===== config.mk =====
export PLATFORM = sky130hd
export DESIGN_NAME = bw_edge_interp_flat
export DESIGN_NICKNAME = d
export VERILOG_FILES = /design/src/rtl/bw_pkg.sv /design/src/rtl/bw_edge_interp_if.sv /design/src/rtl/seq_div_unsigned.sv /design/src/rtl/bw_edge_interp.sv /design/src/flat_wrapper.sv
export SDC_FILE = /design/constraint.sdc
export NUM_CORES = 1
export LEC_CHECK = 0
export ABC_AREA = 1
export CELL_PAD_IN_SITES_DETAIL_PLACEMENT = 1
export CELL_PAD_IN_SITES_GLOBAL_PLACEMENT = 1
export CORE_MARGIN = 2
export CORE_UTILIZATION = 30
export CTS_CLUSTER_DIAMETER = 100
export CTS_CLUSTER_SIZE = 40
export DETAILED_ROUTE_END_ITERATION = 12
export PLACE_DENSITY_LB_ADDON = 0.1
export SLEW_MARGIN = 20
export SYNTH_ARGS = -nofsm -noshare
export SYNTH_HDL_FRONTEND = slang
export SYNTH_SLANG_ARGS = --single-unit

===== constraint.sdc =====
create_clock -name clk_i -period 8 [get_ports clk_i]
set_input_delay 1.6 -clock clk_i [delete_from_list [all_inputs] [get_ports clk_i]]
set_output_delay 1.6 -clock clk_i [all_outputs]
set_load 0.005 [all_outputs]

===== src/rtl/bw_pkg.sv =====
// Shared constants, FSM state enum and sample typedefs for the
// bandwidth edge-finder / interpolator blocks.
package bw_pkg;

    localparam int DEF_ACCUM_WIDTH    = 18;
    localparam int DEF_FREQ_BIN_WIDTH = 16;
    localparam int DEF_FRAC_BITS      = 8;
    localparam int DEF_THRESHOLD_DB   = 7680;

    typedef enum logic [2:0] {
        IDLE,
        SETUP,
        DIVIDE,
        SCALE,
        DONE
    } interp_state_e;

    typedef logic signed [DEF_ACCUM_WIDTH-1:0] level_t;
    typedef logic signed [DEF_FREQ_BIN_WIDTH-1:0] freq_t;
    typedef logic signed [DEF_FREQ_BIN_WIDTH+DEF_FRAC_BITS-1:0] edge_t;

endpackage


===== src/rtl/bw_edge_interp_if.sv =====
// Request/result bundle between an edge finder (master) and the
// crossing interpolator (slave).
interface bw_edge_interp_if
    import bw_pkg::*;
#(
    parameter int ACCUM_WIDTH    = DEF_ACCUM_WIDTH,
    parameter int FREQ_BIN_WIDTH = DEF_FREQ_BIN_WIDTH,
    parameter int FRAC_BITS      = DEF_FRAC_BITS
);

    logic                                       valid_i;
    logic                                       ready_o;
    logic signed [FREQ_BIN_WIDTH-1:0]           f1_i;
    logic signed [FREQ_BIN_WIDTH-1:0]           f2_i;
    logic signed [ACCUM_WIDTH-1:0]              L1_i;
    logic signed [ACCUM_WIDTH-1:0]              L2_i;
    logic signed [FREQ_BIN_WIDTH+FRAC_BITS-1:0] edge_o;
    logic                                       valid_o;
    logic                                       busy_o;
    logic                                       clamped_o;
    logic                                       degenerate_o;

    modport master (
        output valid_i, f1_i, f2_i, L1_i, L2_i,
        input  ready_o, edge_o, valid_o, busy_o, clamped_o, degenerate_o
    );

    modport slave (
        input  valid_i, f1_i, f2_i, L1_i, L2_i,
        output ready_o, edge_o, valid_o, busy_o, clamped_o, degenerate_o
    );

endinterface


===== src/rtl/seq_div_unsigned.sv =====
// Restoring divider for dividend < divisor: produces QW fraction
// bits of dividend/divisor, one bit per cycle, MSB first.
module seq_div_unsigned #(
    parameter int W  = 19,
    parameter int QW = 8
) (
    input  logic          clk,
    input  logic          rst,
    input  logic          start,
    input  logic [W-1:0]  dividend,
    input  logic [W-1:0]  divisor,
    output logic          done,
    output logic [QW-1:0] quotient
);

    localparam int CW = $clog2(QW + 1);

    logic [W-1:0]  rem_q;
    logic [W-1:0]  dsr_q;
    logic [QW-1:0] q_q;
    logic [CW-1:0] cnt_q;
    logic          run_q;
    logic [W:0]    rem_sh;
    logic [W-1:0]  rem_sub;
    logic          take;

    // rem < divisor always holds, so the shifted value fits in W+1 bits
    // and the difference fits back in W bits.
    assign rem_sh   = {rem_q, 1'b0};
    assign take     = rem_sh >= {1'b0, dsr_q};
    assign rem_sub  = rem_sh[W-1:0] - dsr_q;
    assign done     = run_q && (cnt_q == CW'(QW - 1));
    assign quotient = q_q;

    always_ff @(posedge clk) begin
        if (rst) begin
            rem_q <= '0;
            dsr_q <= '0;
            q_q   <= '0;
            cnt_q <= '0;
            run_q <= 1'b0;
        end else if (start) begin
            rem_q <= dividend;
            dsr_q <= divisor;
            q_q   <= '0;
            cnt_q <= '0;
            run_q <= 1'b1;
        end else if (run_q) begin
            rem_q <= take ? rem_sub : rem_sh[W-1:0];
            q_q   <= {q_q[QW-2:0], take};
            cnt_q <= cnt_q + CW'(1);
            if (done) begin
                run_q <= 1'b0;
            end
        end
    end

endmodule


===== src/rtl/bw_edge_interp.sv =====
// Linear interpolation of the threshold crossing between two
// bracketing bins: edge = f1 + t*(f2-f1), t in [0,1] with FRAC_BITS bits.
module bw_edge_interp
    import bw_pkg::*;
#(
    parameter int ACCUM_WIDTH    = DEF_ACCUM_WIDTH,
    parameter int FREQ_BIN_WIDTH = DEF_FREQ_BIN_WIDTH,
    parameter int FRAC_BITS      = DEF_FRAC_BITS,
    parameter int THRESHOLD_DB   = DEF_THRESHOLD_DB
) (
    input logic              clk_i,
    input logic              rst_i,
    bw_edge_interp_if.slave  bus
);

    localparam int AW = ACCUM_WIDTH;
    localparam int FW = FREQ_BIN_WIDTH;
    localparam int FB = FRAC_BITS;
    localparam int EW = FW + FB;
    localparam logic [AW-1:0] THR = AW'(THRESHOLD_DB);

    interp_state_e state_q, state_d;

    logic [FW-1:0] f1_q, f2_q;
    logic [AW-1:0] l1_q, l2_q;
    logic [AW:0]   num, den, anum, aden;
    logic [FW:0]   df;
    logic [FB:0]   t_q, t_eff, setup_t;
    logic          clamp_q, degen_q, div_path_q;
    logic          setup_clamp, setup_degen, setup_div;
    logic          div_start, div_done;
    logic [FB-1:0] quot;
    logic [EW-1:0] base, t_ext, df_ext, edge_d, edge_q;
    logic          clamped_q, degenerate_q;

    assign num  = {THR[AW-1], THR} - {l1_q[AW-1], l1_q};
    assign den  = {l2_q[AW-1], l2_q} - {l1_q[AW-1], l1_q};
    assign anum = num[AW] ? -num : num;
    assign aden = den[AW] ? -den : den;
    assign df   = {f2_q[FW-1], f2_q} - {f1_q[FW-1], f1_q};

    always_comb begin
        setup_t     = '0;
        setup_clamp = 1'b0;
        setup_degen = 1'b0;
        setup_div   = 1'b0;
        if (den == '0) begin
            setup_degen = 1'b1;
        end else if (num == '0 || num[AW] != den[AW]) begin
            setup_clamp = (num != '0);
        end else if (anum >= aden) begin
            setup_t     = {1'b1, {FB{1'b0}}};
            setup_clamp = (anum != aden);
        end else begin
            setup_div = 1'b1;
        end
    end

    seq_div_unsigned #(
        .W  (AW + 1),
        .QW (FB)
    ) u_div (
        .clk      (clk_i),
        .rst      (rst_i),
        .start    (div_start),
        .dividend (anum),
        .divisor  (aden),
        .done     (div_done),
        .quotient (quot)
    );

    // Result always lies between the two bins, so the product and sum
    // can wrap modulo 2^EW without corrupting the final value.
    assign t_eff  = div_path_q ? {1'b0, quot} : t_q;
    assign base   = {f1_q, {FB{1'b0}}};
    assign t_ext  = {{(EW-FB-1){1'b0}}, t_eff};
    assign df_ext = {{(EW-FW-1){df[FW]}}, df};
    assign edge_d = base + t_ext * df_ext;

    always_comb begin
        state_d   = state_q;
        div_start = 1'b0;
        unique case (state_q)
            IDLE:   if (bus.valid_i) state_d = SETUP;
            SETUP: begin
                if (setup_div) begin
                    div_start = 1'b1;
                    state_d   = DIVIDE;
                end else begin
                    state_d = SCALE;
                end
            end
            DIVIDE: if (div_done) state_d = SCALE;
            SCALE:  state_d = DONE;
            DONE:   state_d = IDLE;
            default: state_d = IDLE;
        endcase
    end

    always_ff @(posedge clk_i) begin
        if (rst_i) begin
            state_q <= IDLE;
        end else begin
            state_q <= state_d;
        end
    end

    always_ff @(posedge clk_i) begin
        if (rst_i) begin
            f1_q         <= '0;
            f2_q         <= '0;
            l1_q         <= '0;
            l2_q         <= '0;
            t_q          <= '0;
            clamp_q      <= 1'b0;
            degen_q      <= 1'b0;
            div_path_q   <= 1'b0;
            edge_q       <= '0;
            clamped_q    <= 1'b0;
            degenerate_q <= 1'b0;
        end else begin
            if (state_q == IDLE && bus.valid_i) begin
                f1_q <= bus.f1_i;
                f2_q <= bus.f2_i;
                l1_q <= bus.L1_i;
                l2_q <= bus.L2_i;
            end
            if (state_q == SETUP) begin
                t_q        <= setup_t;
                clamp_q    <= setup_clamp;
                degen_q    <= setup_degen;
                div_path_q <= setup_div;
            end
            if (state_q == SCALE) begin
                edge_q       <= edge_d;
                clamped_q    <= clamp_q;
                degenerate_q <= degen_q;
            end
        end
    end

    assign bus.ready_o      = (state_q == IDLE);
    assign bus.valid_o      = (state_q == DONE);
    assign bus.busy_o       = (state_q == SETUP) || (state_q == DIVIDE) ||
                              (state_q == SCALE);
    assign bus.edge_o       = edge_q;
    assign bus.clamped_o    = clamped_q;
    assign bus.degenerate_o = degenerate_q;

endmodule


===== src/flat_wrapper.sv =====
// flat-port wrapper written by rule: the top's interface ports become plain ports
module bw_edge_interp_flat import bw_pkg::*;
#(
    parameter int ACCUM_WIDTH    = DEF_ACCUM_WIDTH,
    parameter int FREQ_BIN_WIDTH = DEF_FREQ_BIN_WIDTH,
    parameter int FRAC_BITS      = DEF_FRAC_BITS,
    parameter int THRESHOLD_DB   = DEF_THRESHOLD_DB
)
  (clk_i, rst_i, bus_valid_i, bus_f1_i, bus_f2_i, bus_L1_i, bus_L2_i, bus_ready_o, bus_edge_o, bus_valid_o, bus_busy_o, bus_clamped_o, bus_degenerate_o);
  bw_edge_interp_if #(.ACCUM_WIDTH(ACCUM_WIDTH), .FREQ_BIN_WIDTH(FREQ_BIN_WIDTH), .FRAC_BITS(FRAC_BITS)) bus_i ();
  input logic clk_i;
  input logic rst_i;
  input wire logic [$bits(bus_i.valid_i)-1:0] bus_valid_i;
  input wire logic [$bits(bus_i.f1_i)-1:0] bus_f1_i;
  input wire logic [$bits(bus_i.f2_i)-1:0] bus_f2_i;
  input wire logic [$bits(bus_i.L1_i)-1:0] bus_L1_i;
  input wire logic [$bits(bus_i.L2_i)-1:0] bus_L2_i;
  output wire logic [$bits(bus_i.ready_o)-1:0] bus_ready_o;
  output wire logic [$bits(bus_i.edge_o)-1:0] bus_edge_o;
  output wire logic [$bits(bus_i.valid_o)-1:0] bus_valid_o;
  output wire logic [$bits(bus_i.busy_o)-1:0] bus_busy_o;
  output wire logic [$bits(bus_i.clamped_o)-1:0] bus_clamped_o;
  output wire logic [$bits(bus_i.degenerate_o)-1:0] bus_degenerate_o;
  assign bus_i.valid_i = bus_valid_i;
  assign bus_i.f1_i = bus_f1_i;
  assign bus_i.f2_i = bus_f2_i;
  assign bus_i.L1_i = bus_L1_i;
  assign bus_i.L2_i = bus_L2_i;
  assign bus_ready_o = bus_i.ready_o;
  assign bus_edge_o = bus_i.edge_o;
  assign bus_valid_o = bus_i.valid_o;
  assign bus_busy_o = bus_i.busy_o;
  assign bus_clamped_o = bus_i.clamped_o;
  assign bus_degenerate_o = bus_i.degenerate_o;
  bw_edge_interp #(.ACCUM_WIDTH(ACCUM_WIDTH), .FREQ_BIN_WIDTH(FREQ_BIN_WIDTH), .FRAC_BITS(FRAC_BITS), .THRESHOLD_DB(THRESHOLD_DB)) u_core (.clk_i(clk_i), .rst_i(rst_i), .bus(bus_i));
endmodule

# Word-level counts from Yosys, hierarchy flattened
# Cells that the tools add are included.
op_classes:
  n_mul: 1
  n_eq_ne: 9
  mux: 25
  reduce_logical: 12
  order_cmp: 2
  addsub: 8
ops:
  columns: ["cell", "n"]
  rows:
  - ["19-bit two-way mux", 5]
  - ["19-bit logical NOT", 2]
  - ["19-bit negator", 2]
  - ["9-bit two-way mux", 4]
  - ["24-bit adder", 1]
  - ["10-bit by 17-bit multiplier with 24-bit output", 1]
  - ["20-bit by 19-bit greater-or-equal comparator with 1-bit output", 1]
  - ["19-bit greater-or-equal comparator", 1]
  - ["19-bit != test", 1]
  - ["19-bit nonzero test", 1]
  - ["14-bit by 18-bit subtractor with 19-bit output, first input constant", 1]
  - ["18-bit by 18-bit subtractor with 19-bit output", 1]
  - ["19-bit subtractor", 1]
  - ["16-bit by 16-bit subtractor with 17-bit output", 1]
  - ["1-bit two-way mux", 13]
  - ["3-bit one-hot mux with 4 select lines", 1]
  - ["3-bit by 2-bit == test with 1-bit output, second input constant", 2]
  - ["3-bit two-way mux", 2]
  - ["4-bit by 1-bit adder with 4-bit output, second input constant", 1]
  - ["4-bit by 3-bit == test with 1-bit output, second input constant", 1]
  - ["3-bit by 1-bit == test with 1-bit output, second input constant", 1]
  - ["3-bit == test, second input constant", 1]
  - ["3-bit logical NOT", 1]
  - ["1-bit logical OR", 3]
  - ["other kinds (7)", 8]
totals:
  word_cells: 74
  regBits: 160
  inputBits: 71

# Depth between registers and ports, before layout
# Gate-level depths: netlist of run 1.
logic_depth:
  depth_word: 10
  depth_mapped: 37
  mapped_depth_nobuf: 37

# By module
# Synthesis of run 1 repeated with hierarchy kept, for this count alone.
unflattened:
  cells_unflattened: 2378
  hier_area_um2: 16372.0
modules_own_cells:
  columns: ["module", "cells_per_inst", "instances", "area_each_um2", "seq_area_each_um2"]
  rows:
  - ["bw_edge_interp", 1894, 1, 13091.3, 2021.9]
  - ["seq_div_unsigned", 484, 1, 3280.6, 1021.0]

# Worst setup path after synthesis of run 1
# OpenSTA, ideal clock, no wires.
synth_path:
  path_type: "register to register"
  from: "register u_core.f1_q[0]"
  to: "register u_core.edge_q[21] (netlist: u_core.bus.edge_o[21])"
  required_ns: 7.885
  synth_period_minus_slack_ns: 6.479
  stages_incl_launch_ff: 33
  setup_slack_ns: 1.521
  setup_time_ns: 0.115
  arrival_ns: 6.363
  cell_sequence: "dfxtp_1 ha_1 inv_1 fa_1 nand2_1 nand2_1 a21oi_1 o21ai_0 a21oi_1 inv_1 a31oi_1 or2_2 nand2_1 inv_1 nand2_1 fa_1 inv_1 fa_1 fa_1 fa_1 inv_1 fa_1 inv_1 ha_1 a21oi_1 inv_1 a221oi_1 o21ai_0 nand3_1 nand2_1 xor2_1 o21ai_0 inv_1"
synth_via:
  elab_chain_cells: 3
synth_rtl:
  columns: ["element", "line_no", "rtl"]
  rows:
  - ["start, declared", "bw_edge_interp.sv:24", "logic [FW-1:0] f1_q, f2_q;"]
  - ["start signal, assigned", "bw_edge_interp.sv:123", "f1_q <= bus.f1_i;"]
  - ["16-bit by 16-bit subtractor with 17-bit output", "bw_edge_interp.sv:40", "assign df = {f2_q[FW-1], f2_q} - {f1_q[FW-1], f1_q};"]
  - ["10-bit by 17-bit multiplier with 24-bit output", "bw_edge_interp.sv:78", "assign edge_d = base + t_ext * df_ext;"]
  - ["24-bit adder *", "bw_edge_interp.sv:78", null]
  - ["end signal, assigned", "bw_edge_interp.sv:135", "edge_q <= edge_d;"]
  - ["end, declared", "bw_edge_interp.sv:33", "logic [EW-1:0] base, t_ext, df_ext, edge_d, edge_q;"]
# Mark *: on every way between the ends. The rest lies on a longest branch, timed or not.
# A chain may end at the register's enable or synchronous reset.

# Final worst setup path of run 1
layout_path:
  from: "register u_core.f1_q[0]"
  to: "register u_core.edge_q[22] (netlist: u_core.bus.edge_o[22])"
# Same word-level chain as after synthesis.

==> results.txt, run 1 <==
The routed via count divided by cell count is 4.83. The final layout contains routed wiring with a total length of approximately 59,000 um. The floorplan die height is approximately 240 um.

STA classifies the critical path endpoint as a flip-flop. By area, the combinational part of the netlist is dominated by adder cells. The leakage power is 9.42 nW. The area share of and/or/nand/nor cells after synthesis is 0.262. The total standard cell area after synthesis came out at around 17,000 um2.

By count the netlist is led by nand2_1 (511), inv_1 (438), nor2_1 (241). The maximum number of pins on one net before global-route repair is 66. After the first detailed-routing iteration, the DRC count stood at between 600 and 700.

The via count of the first global-routing pass is 16,474. The number of buffers and inverters on the critical path came out at 7. The floorplan step defined a die boundary enclosing about 57,000 um2. Setup repair after global routing left no endpoint under its margin. The cell row count is between 80 and 90.

The number of placed I/O pins is 100. The timing-limited maximum frequency came out at roughly 0.14 GHz. The worst-case setup margin in the final layout came out at slightly above 0.6 ns. In this run the remaining antenna-violating nets after routing total 0. The number of cells on the worst reg-to-reg path is 33. The maximum vdd drop came out at about 0.31 mV. Headroom to the max-slew limit came out at 0.334. The root buffer cell chosen for the clock tree is clkbuf_16.

The global-route wire length before repair is between 90,000 and 100,000 um. The startpoint identified for the worst register-to-register timing path is u_core.f1_q[0]. The highest net fanout along the worst path came out at 5. The data arrival time of the critical path came out at approximately 7.8 ns. The share of flip-flops with an asynchronous set or reset after synthesis is 0. The worst hold path terminates at u_core.u_div.quotient[7]. The clock skew came out at around 0.016 ns.

The clock insertion delay at the later pin of the skew report is slightly above 0.5 ns. Counting along the longest clock path gives a buffer depth of 2. The instance count after placement with tap cells included came out at 3,160. The fraction of final layout cells with drive strength greater than 1 came out at 0.0446.

TritonCTS built the clock tree. The top-area cell type share of the netlist area is 0.184. The synthesized netlist net count is 2,754.

The distinct cell type count of the synthesized netlist came out at 54. Summed over all instances, the cell type with the most area after synthesis is dfxtp_1. The count of state elements after synthesis is approximately 150.

The estimated wirelength of the detail-placed design is about 48,000 um. The final critical-path required period came out at 7.39 ns. The number of sinks handled by clock tree synthesis came out at 152. The congestion estimate from routability-driven global placement came to 0.867.

Dividing the final minimum period by the clock period gives 0.924. For this run, the register share of the synthesized area comes to 0.184. The xor and xnor area share after synthesis came out at 0.0480. In this run the worst hold path is classified as reg2reg. The sum of negative setup slack came out at 0 ns. The critical path startpoint category is a flip-flop. The total global routing track utilization came out at 0.216. The adder-cell share of the synthesized area is 0.263. The clock transition time at the flip-flop clock pins of the worst setup and hold paths is about 0.07 ns. After synthesis, the cell types taking the most area are dfxtp_1 (18%), fa_1 (16%), nand2_1 (12%). The count of vias placed by the detailed router is about 15,000. The worst path required time came out at 8.45 ns. From synthesis to final layout, the design area changed by 13.3%.

Before CTS, the worst setup slack after placement is between 0.6 and 0.7 ns. The flow ran to the end, and the final reports show no timing, DRC or antenna violations. The final hold violation count is 0.

The number of enable-type register cells in the synthesized netlist is 0. The most common cell in the synthesized netlist is nand2_1. The number of endpoints failing setup at the final stage came out at 0.

The synthesized instance count is 2,416. The maximum level of the CTS H-tree is 4. The first-pass iteration count of the detailed router is 5. For this run, design rule violations remaining after detail routing come to 0. The critical path is of the reg2reg type.

After synthesis, the share of cell area in mux cells is 0. For this run, the number of Yosys warnings is 0. The quantity of I/O buffers inserted on ports came out at about 100. The number of antenna violations at the first check in global routing came out at 2. The floorplan die width is 239 um. For this run, the leading register cell type out of synthesis is dfxtp_1. The average size of a mapped cell is between 6 and 7 um2. For this run, the post-layout net count is between 2,000 and 3,000. The initial core utilization is 0.302.

In this run the most critical hold path is launched from u_core.u_div.quotient[7]. The measured slew at the worst slew-check pin came out at 0.996 ns. The cell with the most instances on the worst path is inv_1. The kind of cell with the highest combined delay along the critical path is adder cells. The capturing point of the worst reg2reg path is u_core.bus.edge_o[22]. The biggest cell delay along the critical path came out at between 0.5 and 0.6 ns. The number of slew-limit violations in the final report was 0. The hold buffer count at CTS is 0. The compound-cell area share of the yosys netlist is 0.122. For this design, the slowest cell found on the critical path is fa_1. Leaving out filler cells and counting taps, the final layout contains between 3,000 and 4,000. The core outline area is between 50,000 and 60,000 um2.

The total CTS buffers came out at 17. The count of max-cap constraint violations is 0. For this design the ratio of total power to cell area is approximately 320 nW/um2. The worst hold path was traced through 2 stages. The sum of overflow across all layers after global routing came out at 0. The reg2reg setup slack came out at ~0.61 ns. The average wire per standard cell came out at between 15 and 20 um.
-- where the power goes --
part           internal, mW  total (mW)  switching (mW)
Clock                 0.406       0.821           0.415
Sequential            0.874       0.971          0.0965
Combinational          1.35        4.26            2.92
Total                  2.63        6.05            3.43
-- cell usage in the layout, fill, tap and decap left out, drive strengths merged, types with 17 or more instances in the layout --
| cell type | count |
|---|---|
| dfxtp | 152 |
| a21oi | 190 |
| nand2 | 526 |
| xor2 | 64 |
| xnor2 | 25 |
| clkbuf | 19 |
| ha | 132 |
| nand4 | 25 |
| inv | 461 |
| clkdlybuf4s50 | 97 |
| nor2 | 253 |
| nor3 | 17 |
| nand3 | 167 |
| fa | 135 |
| o21ai | 132 |
-- final cells by class --
| cell class | count | area [um2] |
|---|---|---|
| tap | 704 | 881 |
| timing repair buffer | 109 | 1060 |
| inverter | 454 | 1700 |
| clock inverter | 13 | 114 |
| sequential | 152 | 3040 |
| fill | 6924 | 36100 |
| antenna | 1 | 2.50 |
| multi-input combinational | 1742 | 11500 |
| clock buffer | 19 | 433 |
-- layer usage --
layer / vias up / global-route usage / wire (um)
li1: 7702 / - / -
met1: 7535 / 0.259 / 25600
met2: 154 / 0.398 / 30700
met3: 48 / 0.0299 / 1350
met4: 0 / 0.0602 / 1210
met5: - / 0 / 0
-- worst reg2reg max path: cells and delay by family, from the launching register on --
kind	cells	cell delay [ns]
fa+ha+maj	8	3.54
simple gates	10	1.48
buf+inv	7	0.50
compound gates	8	1.47
flops	1	0.38
-- worst max path at each step --
stage / startpoint / endpoint / cells past startpoint
after CTS: u_core.f1_q[6] / u_core.bus.edge_o[22] / 32
final: u_core.f1_q[0] / u_core.bus.edge_o[22] / 33
after global placement: u_core.f1_q[0] / u_core.bus.edge_o[22] / 33
after floorplan: u_core.f1_q[0] / u_core.bus.edge_o[21] / 32
after global routing: u_core.f1_q[0] / u_core.bus.edge_o[22] / 33
after detailed placement: u_core.f1_q[2] / u_core.bus.edge_o[22] / 32
-- metrics by stage --
step | hold WS (ns) | util | instance area [um2] | total power, mW
6_report | 0.467 | 0.342 | 18800 | 6.05
5_1_grt | 0.494 | 0.342 | 18800 | 6.76
4_1_cts | 0.473 | 0.342 | 18800 | 6.16
3_5_place_dp | 0.463 | 0.332 | 18200 | 5.29
3_3_place_gp | 0.446 | 0.332 | 18200 | 5.23
2_1_floorplan | 0.433 | - | 16600 | 4.01
-- logic make-up (layout without fill, tap and decap cells) --
family,Yosys count,count (layout)
adder cells (fa/ha/maj),267,267
XOR/XNOR,89,89
AND/OR/NAND/NOR,1012,1012
buffers and inverters,522,595
other,1,2
AO/OA/AOI/OAI,373,373
flip-flops,152,152
-- timing repair --
action / CTS / global route
resized for setup: 0 / 1
buffers inserted: 0 / 0
setup endpoints to repair: 0 / 2
-- flip-flops by register name, summed over array words and instances, names as in the netlist, 4 cells and up --
name,flops
u_core.bus.edge_o,24
u_core.u_div.dsr_q,19
u_core.u_div.rem_q,19
u_core.l1_q,18
u_core.l2_q,18
u_core.f1_q,16
u_core.f2_q,16
u_core.u_div.quotient,8
u_core.u_div.cnt_q,4
Note: power is estimated with default switching activity, not from simulation.
==> run 2, diff against run 1 <==
--- a/config.mk
+++ b/config.mk
@@ -13,7 +13,9 @@
 export CTS_CLUSTER_DIAMETER = 100
 export CTS_CLUSTER_SIZE = 40
 export DETAILED_ROUTE_END_ITERATION = 12
+export GPL_TIMING_DRIVEN = 0
 export PLACE_DENSITY_LB_ADDON = 0.1
+export REMOVE_ABC_BUFFERS = 1
 export SLEW_MARGIN = 20
 export SYNTH_ARGS = -nofsm -noshare
 export SYNTH_HDL_FRONTEND = slang
==> run 2 against run 1 <==
- clock skew shrank 0.0072 ns
- register-to-register slack got worse by 0.12 ns
- sequential cell count stayed put
- critical endpoint unchanged
==> results.txt, run 2 (synthesized netlist as in run 1, its figures left out) <==
The routed via count divided by cell count came out at 4.77 (was 4.83). Commonest cells after routing, fill and taps aside: nand2_1 (510), inv_1 (437), nor2_1 (239) (unchanged). The worst hold path endpoint is u_core.u_div.dsr_q[18] (was u_core.u_div.quotient[7]). The worst path required time is 8.38 ns (was 8.45 ns). The data arrival time of the critical path came out at 7.89 ns (was 7.84 ns).

The number of flip-flops under the largest register name came to 24 (unchanged). The launch instance of the worst min-delay path is u_core.u_div.dsr_q[18] (was u_core.u_div.quotient[7]). The initial detailed-routing violation count is 511 (was 683).

Result of the run: finished clean (unchanged). The critical path class is reg2reg (unchanged). The number of placed I/O pins is 100 (unchanged).

The placement-stage cell area was 18,300 um2 (was 18,200 um2). The CTS tree is yes (unchanged). The average wire per standard cell is 17.4 um (was 18.4 um). The number of sinks handled by clock tree synthesis is 152 (unchanged). The estimated wirelength of the detail-placed design came out at 46,000 um (was 48,200 um). The cell with the most instances on the worst path was fa_1 (was inv_1). The first-pass iteration count of the detailed router is 5 (unchanged). The origin of the worst setup path is u_core.f1_q[0] (unchanged). The final hold violation count is 0 (unchanged).

The highest net fanout along the worst path was 5 (unchanged). The end-of-flow core utilization came out at 0.345 (was 0.342). The number of slew-limit violations in the final report came to 0 (unchanged).

The internal power of the cells is 2.65 mW (was 2.63 mW). The classification of the worst-slack hold path is reg2reg (unchanged). The final critical-path share of the clock period came out at 0.939 (was 0.924). The routed wire length is 55,400 um (was 58,800 um).

The global-route wire length before repair came to 88,500 um (was 93,100 um). The share of power burned in the clock network is 0.137 (was 0.136). The clock insertion delay at the later pin of the skew report is 0.49 ns (was 0.51 ns).

The total CTS buffers came to 17 (unchanged). The leakage power came out at 9.50 nW (was 9.42 nW). The cell row count was 86 (unchanged). The maximum level of the CTS H-tree is 4 (unchanged).

The placer's final routability congestion estimate came out at 0.857 (was 0.867). The net load switching power is 3.42 mW (was 3.43 mW). The headroom to the max-slew limit came out at 0.381 (was 0.334).

The hold buffer count at CTS came out at 0 (unchanged). The reg2reg setup slack came out at 0.49 ns (was 0.61 ns). The register share of total power came to 0.161 (was 0.160). The sum of overflow across all layers after global routing came out at 0 (unchanged).

The total power density per cell area came out at 320 nW/um2 (was 322 nW/um2). The biggest cell delay along the critical path came out at 0.57 ns (was 0.55 ns). The number of endpoints failing setup at the final stage came out at 0 (unchanged). The final net count is 2,813 (was 2,814). The instance count after placement with tap cells included is 3,159 (was 3,160). The number of antenna violations at the first check in global routing was 0 (was 2). The via count of the first global-routing pass is 16,253 (was 16,474). The core outline area is 54,900 um2 (unchanged). The number of instances on the worst hold path came out at 2 (unchanged). The area of the die came out at 57,100 um2 (unchanged).

The capturing point of the worst reg2reg path was u_core.bus.edge_o[22] (unchanged). The initial core utilization came out at 0.302 (unchanged). The quantity of I/O buffers inserted on ports came out at 99 (unchanged).

The final cell area excluding filler cells came out at 18,900 um2 (was 18,800 um2). The sort of element at the end of the critical path is a flip-flop (unchanged). The remaining antenna violation count after routing is 0 (unchanged). The floorplan die height is 239 um (unchanged). The slowest library cell on the worst path is xor2_1 (was fa_1). The measured slew at the worst slew-check pin is 0.926 ns (was 0.996 ns). The buffer levels on the longest clock path came out at 2 (unchanged).

The clock transition time at the flip-flop clock pins of the worst setup and hold paths came out at 0.07 ns (about the same). The total global routing track utilization was 0.200 (was 0.216). The total power came out at 6.07 mW (was 6.05 mW). The floorplan die width is 239 um (unchanged). The worst flop-to-flop path startpoint is u_core.f1_q[0] (unchanged).

The timing-limited maximum frequency was 0.133 GHz (was 0.135 GHz). The cell chosen for the clock root was clkbuf_16 (unchanged). Setup repair after global routing missed its margin: false (unchanged). The depth of the worst register-to-register path is 28 (was 33). The maximum vdd drop came out at 0.281 mV (was 0.311 mV).

The count of non-filler cells in the finished layout came out at 3,192 (was 3,194). The most common library cell in the layout ignoring fill and taps is nand2_1 (unchanged). The maximum number of pins on one net before global-route repair is 80 (was 66). The count of max-cap constraint violations is 0 (unchanged). The minimum hold slack came out at 0.467 ns (about the same). The critical path startpoint category is a flip-flop (unchanged). The final critical-path required period came out at 7.51 ns (was 7.39 ns). The switching power as a share of total power is 0.563 (was 0.566). The count of vias placed by the detailed router is 15,213 (was 15,439). The fraction of final layout cells with drive strength greater than 1 came to 0.0490 (was 0.0446).

The clock skew came to 0.00915 ns (was 0.0163 ns). The fraction of power consumed by combinational cells came out at 0.702 (was 0.704). The remaining design rule violation count is 0 (unchanged). The antenna diode instance count came out at 0 (was 1). The layout-stage area growth over the synthesis result came out at 14.4% (was 13.3%). The count of filler cells inserted in the layout came out at 6,913 (was 6,924).
-- run 2: power groups by stage --
stage	registers [mW]	logic, mW	clock network (mW)
floorplan	0.958	2.98	0
global placement	0.990	4.20	0
detailed placement	0.993	4.29	0
CTS	0.977	4.32	0.872
global route	0.994	4.84	0.900
finish	0.975	4.26	0.831
-- run 2: how the worst max path moves through the flow --
stage,depth (start not counted),slack (ns),end
3_3_place_gp,4,-0.60,u_core.u_div.quotient[5]
6_report,28,0.49,u_core.bus.edge_o[22]
4_1_cts,33,0.02,u_core.bus.edge_o[22]
2_1_floorplan,33,1.49,u_core.bus.edge_o[22]
3_5_place_dp,32,-0.49,u_core.bus.edge_o[22]
5_1_grt,29,0.006,u_core.bus.edge_o[21]
-- run 2: per-stage QoR --
step	setup TNS (ns)	setup WS, ns
2_1_floorplan	0	1.49
3_3_place_gp	-19.19	-0.600
3_5_place_dp	-1.30	-0.492
4_1_cts	0	0.0226
5_1_grt	0	0.00625
6_report	0	0.488
-- run 2: timing repair --
item                       in CTS  in global routing
setup buffers                   0                  0
pin swaps                       0                  1
setup endpoints to repair       6                  5
gates resized for setup         6                  7
-- run 2: per-layer routing --
| layer | track usage | share of wire |
|---|---|---|
| met3 | 0.0259 | 0.018 |
| met5 | 0 | 0 |
| met2 | 0.371 | 0.51 |
| met1 | 0.241 | 0.45 |
| met4 | 0.0511 | 0.016 |
-- run 2: area by class of cell --
class                           instances  area (um2)  area share
Sequential cell                       152        3040       0.161
Clock buffer                           17         425      0.0225
Timing Repair Buffer                  108        1150      0.0606
Inverter                              454        1710      0.0901
Tap cell                              704         881      0.0465
Multi-Input combinational cell       1742       11600       0.612
Clock inverter                         15         151     0.00799
-- run 2: critical path: cells and delay by family (launching register included) --
kind,cells,cell delay (ns)
xor gates and xnor gates,1,0.57
buffers and inverters,5,0.58
DFF,1,0.42
and+or+nand+nor,5,0.79
AOI/OAI and AO/OA,9,1.71
adders and majority gates,8,3.31
